<file path="src/rtl/regbank_arbiter.sv">
// Two-requester round-robin arbiter and access sequencer for the 32x32 register bank.
// Define REGBANK_ARB_FIXED_PRIO_EN for fixed priority (requester 0 always wins ties).
module regbank_arbiter #(
   parameter int RD_LAT = 1
) (
   input  logic        clk_i,
   input  logic        rst_ni,
   input  logic [1:0]  req_i,
   input  logic [1:0]  we_i,
   input  logic [9:0]  sr1_i,
   input  logic [9:0]  sr2_i,
   input  logic [9:0]  dr_i,
   input  logic [63:0] wdata_i,
   output logic [1:0]  gnt_o,
   output logic [1:0]  done_o,
   output logic [31:0] rdata1_o,
   output logic [31:0] rdata2_o,
   output logic        busy_o,
   output logic [4:0]  rb_sr1_o,
   output logic [4:0]  rb_sr2_o,
   output logic [4:0]  rb_dr_o,
   output logic [31:0] rb_wdata_o,
   output logic        rb_we_o,
   input  logic [31:0] rb_rdata1_i,
   input  logic [31:0] rb_rdata2_i
);

   typedef enum logic [1:0] {IDLE, ISSUE, WAIT, DONE} state_t;

   state_t      state_q;
   logic [2:0]  cnt_q;
   logic [1:0]  gnt_q, done_q;
   logic        busy_q;
   logic [31:0] rdata1_q, rdata2_q;
   logic [4:0]  rb_sr1_q, rb_sr2_q, rb_dr_q;
   logic [31:0] rb_wdata_q;
   logic        rb_we_q;
   logic        win;
`ifdef REGBANK_ARB_FIXED_PRIO_EN
`else
   logic        last_q;
`endif

   // win is the index of the requester granted in IDLE
   always_comb begin
`ifdef REGBANK_ARB_FIXED_PRIO_EN
      win = ~req_i[0];
`else
      win = (&req_i) ? ~last_q : ~req_i[0];
`endif
   end

   always_ff @(posedge clk_i or negedge rst_ni) begin
      if (!rst_ni) begin
         state_q    <= IDLE;
         cnt_q      <= '0;
         gnt_q      <= '0;
         done_q     <= '0;
         busy_q     <= 1'b0;
         rdata1_q   <= '0;
         rdata2_q   <= '0;
         rb_sr1_q   <= '0;
         rb_sr2_q   <= '0;
         rb_dr_q    <= '0;
         rb_wdata_q <= '0;
         rb_we_q    <= 1'b0;
`ifdef REGBANK_ARB_FIXED_PRIO_EN
`else
         last_q     <= 1'b1;
`endif
      end else begin
         case (state_q)
            IDLE: begin
               if (|req_i) begin
                  gnt_q      <= win ? 2'b10 : 2'b01;
                  busy_q     <= 1'b1;
                  rb_sr1_q   <= win ? sr1_i[9:5] : sr1_i[4:0];
                  rb_sr2_q   <= win ? sr2_i[9:5] : sr2_i[4:0];
                  rb_dr_q    <= win ? dr_i[9:5] : dr_i[4:0];
                  rb_wdata_q <= win ? wdata_i[63:32] : wdata_i[31:0];
                  rb_we_q    <= we_i[win];
                  state_q    <= ISSUE;
               end
            end
            ISSUE: begin
               rb_we_q <= 1'b0;
               if (rb_we_q) begin
                  done_q  <= gnt_q;
                  state_q <= DONE;
               end else begin
                  cnt_q   <= 3'(RD_LAT - 1);
                  state_q <= WAIT;
               end
            end
            WAIT: begin
               // read addresses stay on the bank until the last wait edge
               if (cnt_q == '0) begin
                  rdata1_q <= rb_rdata1_i;
                  rdata2_q <= rb_rdata2_i;
                  done_q   <= gnt_q;
                  state_q  <= DONE;
               end else begin
                  cnt_q <= cnt_q - 3'd1;
               end
            end
            DONE: begin
               done_q     <= '0;
               gnt_q      <= '0;
               busy_q     <= 1'b0;
               rb_sr1_q   <= '0;
               rb_sr2_q   <= '0;
               rb_dr_q    <= '0;
               rb_wdata_q <= '0;
`ifdef REGBANK_ARB_FIXED_PRIO_EN
`else
               last_q     <= gnt_q[1];
`endif
               state_q    <= IDLE;
            end
            default: state_q <= IDLE;
         endcase
      end
   end

   assign gnt_o      = gnt_q;
   assign done_o     = done_q;
   assign busy_o     = busy_q;
   assign rdata1_o   = rdata1_q;
   assign rdata2_o   = rdata2_q;
   assign rb_sr1_o   = rb_sr1_q;
   assign rb_sr2_o   = rb_sr2_q;
   assign rb_dr_o    = rb_dr_q;
   assign rb_wdata_o = rb_wdata_q;
   assign rb_we_o    = rb_we_q;

endmodule

</file>
<file path="config.mk">
export PLATFORM = sky130hd
export DESIGN_NAME = regbank_arbiter
export DESIGN_NICKNAME = d
export VERILOG_FILES = /design/src/rtl/regbank_arbiter.sv
export SDC_FILE = /design/constraint.sdc
export NUM_CORES = 1
export LEC_CHECK = 0
export CORE_MARGIN = 3
export CORE_UTILIZATION = 42
export DETAILED_ROUTE_END_ITERATION = 8
export GPL_TIMING_DRIVEN = 1
export PLACE_DENSITY_LB_ADDON = 0.05
export SYNTH_ARGS = -nofsm -noshare
export SYNTH_HDL_FRONTEND = slang
export SYNTH_SLANG_ARGS = --single-unit
</file>
<file path="constraint.sdc">
create_clock -name clk_i -period 4.55 [get_ports clk_i]
set_clock_uncertainty 0.15 [all_clocks]
set_input_delay 0.6825 -clock clk_i [delete_from_list [all_inputs] [get_ports clk_i]]
set_output_delay 0.6825 -clock clk_i [all_outputs]
set_load 0.01 [all_outputs]
</file>
==> flow_summary.toml <==
[critical_path]
slowest_stage = "mux2i_4"
r2r-end = "rb_dr_o[3]"
worstSetupStartpointType = "input pin"
critPathKind = "input pin to flop"
crit_family = "buffers and inverters"
worstRegToRegCells = 6
path_max_fanout = 25
path_buf_inv = 2
path_cells = "clkdlybuf4s50_1, or2_1, mux2i_4, buf_4, a22oi_1, nand2_1"
cp.arrival_ns = 2.93
r2r-start = "state_q[1]"
r2r_setup_slack_ns = 1.86
cp.required_ns = 4.74
end_kind = "flop"
cpPeakStageDelay_ns = 0.66

[die]
die_h_um = 117
die_w_um = 117
start_util = 0.440
core_area_mm2 = 0.0117
io-pin-count = 281
die_area_mm2 = 0.0136
row_count = 39

[routing]
routed_wl_mm = 16.3
drtIter0Drc = 158
drc = 0
top_layer_used = "met4"
vias = 4415
wl_met3_mm = 1.27
ant_nets = 0
wl_per_cell_um = 19.1
viasPerCell = 5.18
route.met2.wl_mm = 8.47
dr.pass1.iters = 5
wl_met1_mm = 6.11

[synth]
synth_seq_cells = 123
yosysMostFrequentCell = "dfrtp_1"
synth.top_cell.area_share = 0.595
ys_types = 31
ys_warn_count = 0
yosys.area.top_type = "dfrtp_1"
synth.area.top_cells = "dfrtp_1, mux2_2, nand2_1"
synth_area_mm2 = 0.00513
avgSynthCellArea_um2 = 12.4
async_flop_share = 1.00
synthTopCellsByCount = "dfrtp_1, nand2_1, mux2_2"
synthCells = 415
synth_flop_cell = "dfrtp_1"
synth_edf_count = 0
syn_nets = 587
synth_seq_area_share = 0.600

[clock_tree]
cts.sinks = 123
cts_inserted_buffers = 17
clockRootBuffer = "clkbuf_16"
hold_buffers = 0
worstSkewPairLatency_ns = 0.41
cts_tree = "done"
cts_max_level = 4
cts_buffer_depth = 2
cts_setup_buffers = 0
clk_pin_slew_ns = 0.05
cts_resized = 0

[placed_design]
io_buffers = 280
globalplace.congestion = 0.774
dp_cells = 820
dp_hpwl_mm = 12.1
place_ws_ns = 1.44
place_area_mm2 = 0.00800

[power]
ir_worst_vdd_mv = 0.407
p_leak_nw = 3.78
powerDensity_mw_per_mm2 = 655

[grt]
antenna_found_initial = 0
grt_max_degree = 65
grt_pass1_wl_mm = 24.3
grt_overflow = 0
grt_use_total = 0.239
grt_pass1_vias = 4538

[cells_and_area]
nets = 868
drive_gt1_frac = 0.159
instances_no_fill = 852
n_antenna_cell = 0
regArea_mm2 = 0.00308
area_growth_pct = 67.9
num-fill-cells = 795
fin_area_mm2 = 0.00861
multi_input_area_mm2 = 0.00188

[timing]
finalHoldViolCount = 0
worstMarginPinSlew_ns = 0.993
fin_crit_ns = 2.74
tns_ns = 0
finalSetupViolCount = 0
setup_ws_ns = 1.81
drv_slew = 0
rsz0062_at_grt = "false"
slew_headroom = 0.338
period_share = 0.603
max_freq_mhz = 364

[job]
cap_violations = 0

[outcome]
status = "finished clean"

[hold_path]
hold_path_class = "input pin to async pin"
## flip-flops by register name (all words and copies together) (netlist names), 2 cells and up
name and count:
cnt_q 3, done_o 2, gnt_o 2, rb_dr_o 5, rb_sr1_o 5, rb_sr2_o 5, rb_wdata_o 32, rdata1_o 32
rdata2_o 32, state_q 2
## worst max-delay path by stage
stage,depth (start not counted),start,to
after floorplan,8,state_q[0],rb_dr_o[0]
after global placement,6,req_i[1],rb_dr_o[3]
after detailed placement,6,req_i[1],rb_wdata_o[2]
after CTS,6,req_i[1],rb_dr_o[3]
after global routing,6,req_i[1],rb_dr_o[3]
final,6,req_i[1],rb_dr_o[3]
## where the power goes
group | internal (mW) | leakage, nW | switching (mW)
sequential | 1.56 | 1.52 | 0.242
clock | 0.930 | 0.307 | 0.451
combinational | 1.41 | 1.95 | 1.04
## final cells by class
cell class | instances | area share
well taps | 143 | 0.0208
multi-input cells | 261 | 0.218
flip-flops and latches | 123 | 0.357
repair buffers | 284 | 0.329
inverters | 9 | 0.00392
clock inverters | 7 | 0.0128
clock buffers | 25 | 0.0587
## per-layer routing
layer	up-vias	GRT usage
met5	-	0
met4	0	0.0967
met3	33	0.0736
met2	209	0.410
met1	2164	0.279
li1	2009	-
## through the flow
stage               utilization  power [mW]  hold slack [ns]
floorplan                     -        3.04            0.237
global route              0.739        5.96            0.230
detailed placement        0.686        4.28            0.333
global placement          0.686        4.21            0.336
CTS                       0.739        5.70            0.203
finish                    0.739        5.64            0.193
## cells in the final DEF (no fill, tap or decap), types with 3 or more instances in the layout
cell             netlist  final
bufinv_16              0      3
a21o_1                 3      3
a22oi_2                8      8
buf_4                  4      5
mux2_2                65     65
clkbuf_16              0     17
dfrtp_1              122    122
nand2_1              102    102
clkdlybuf4s50_1        0    279
a22oi_1               40     40
o21ai_0               10     10
a22o_1                 3      3
ha_1                   8      8
clkbuf_1               1      3
clkbuf_8               0      5
clkinv_2               0      4
nand3b_1               3      3
inv_1                  9      9
## cell families after synthesis
kind of cell / after synthesis / synth area share
simple gates: 118 / 0.0941
flops: 123 / 0.600
buf+inv: 31 / 0.0346
compound gates: 69 / 0.104
mux: 66 / 0.147
fa+ha+maj: 8 / 0.0195
Note: power is estimated with default switching activity, not from simulation.
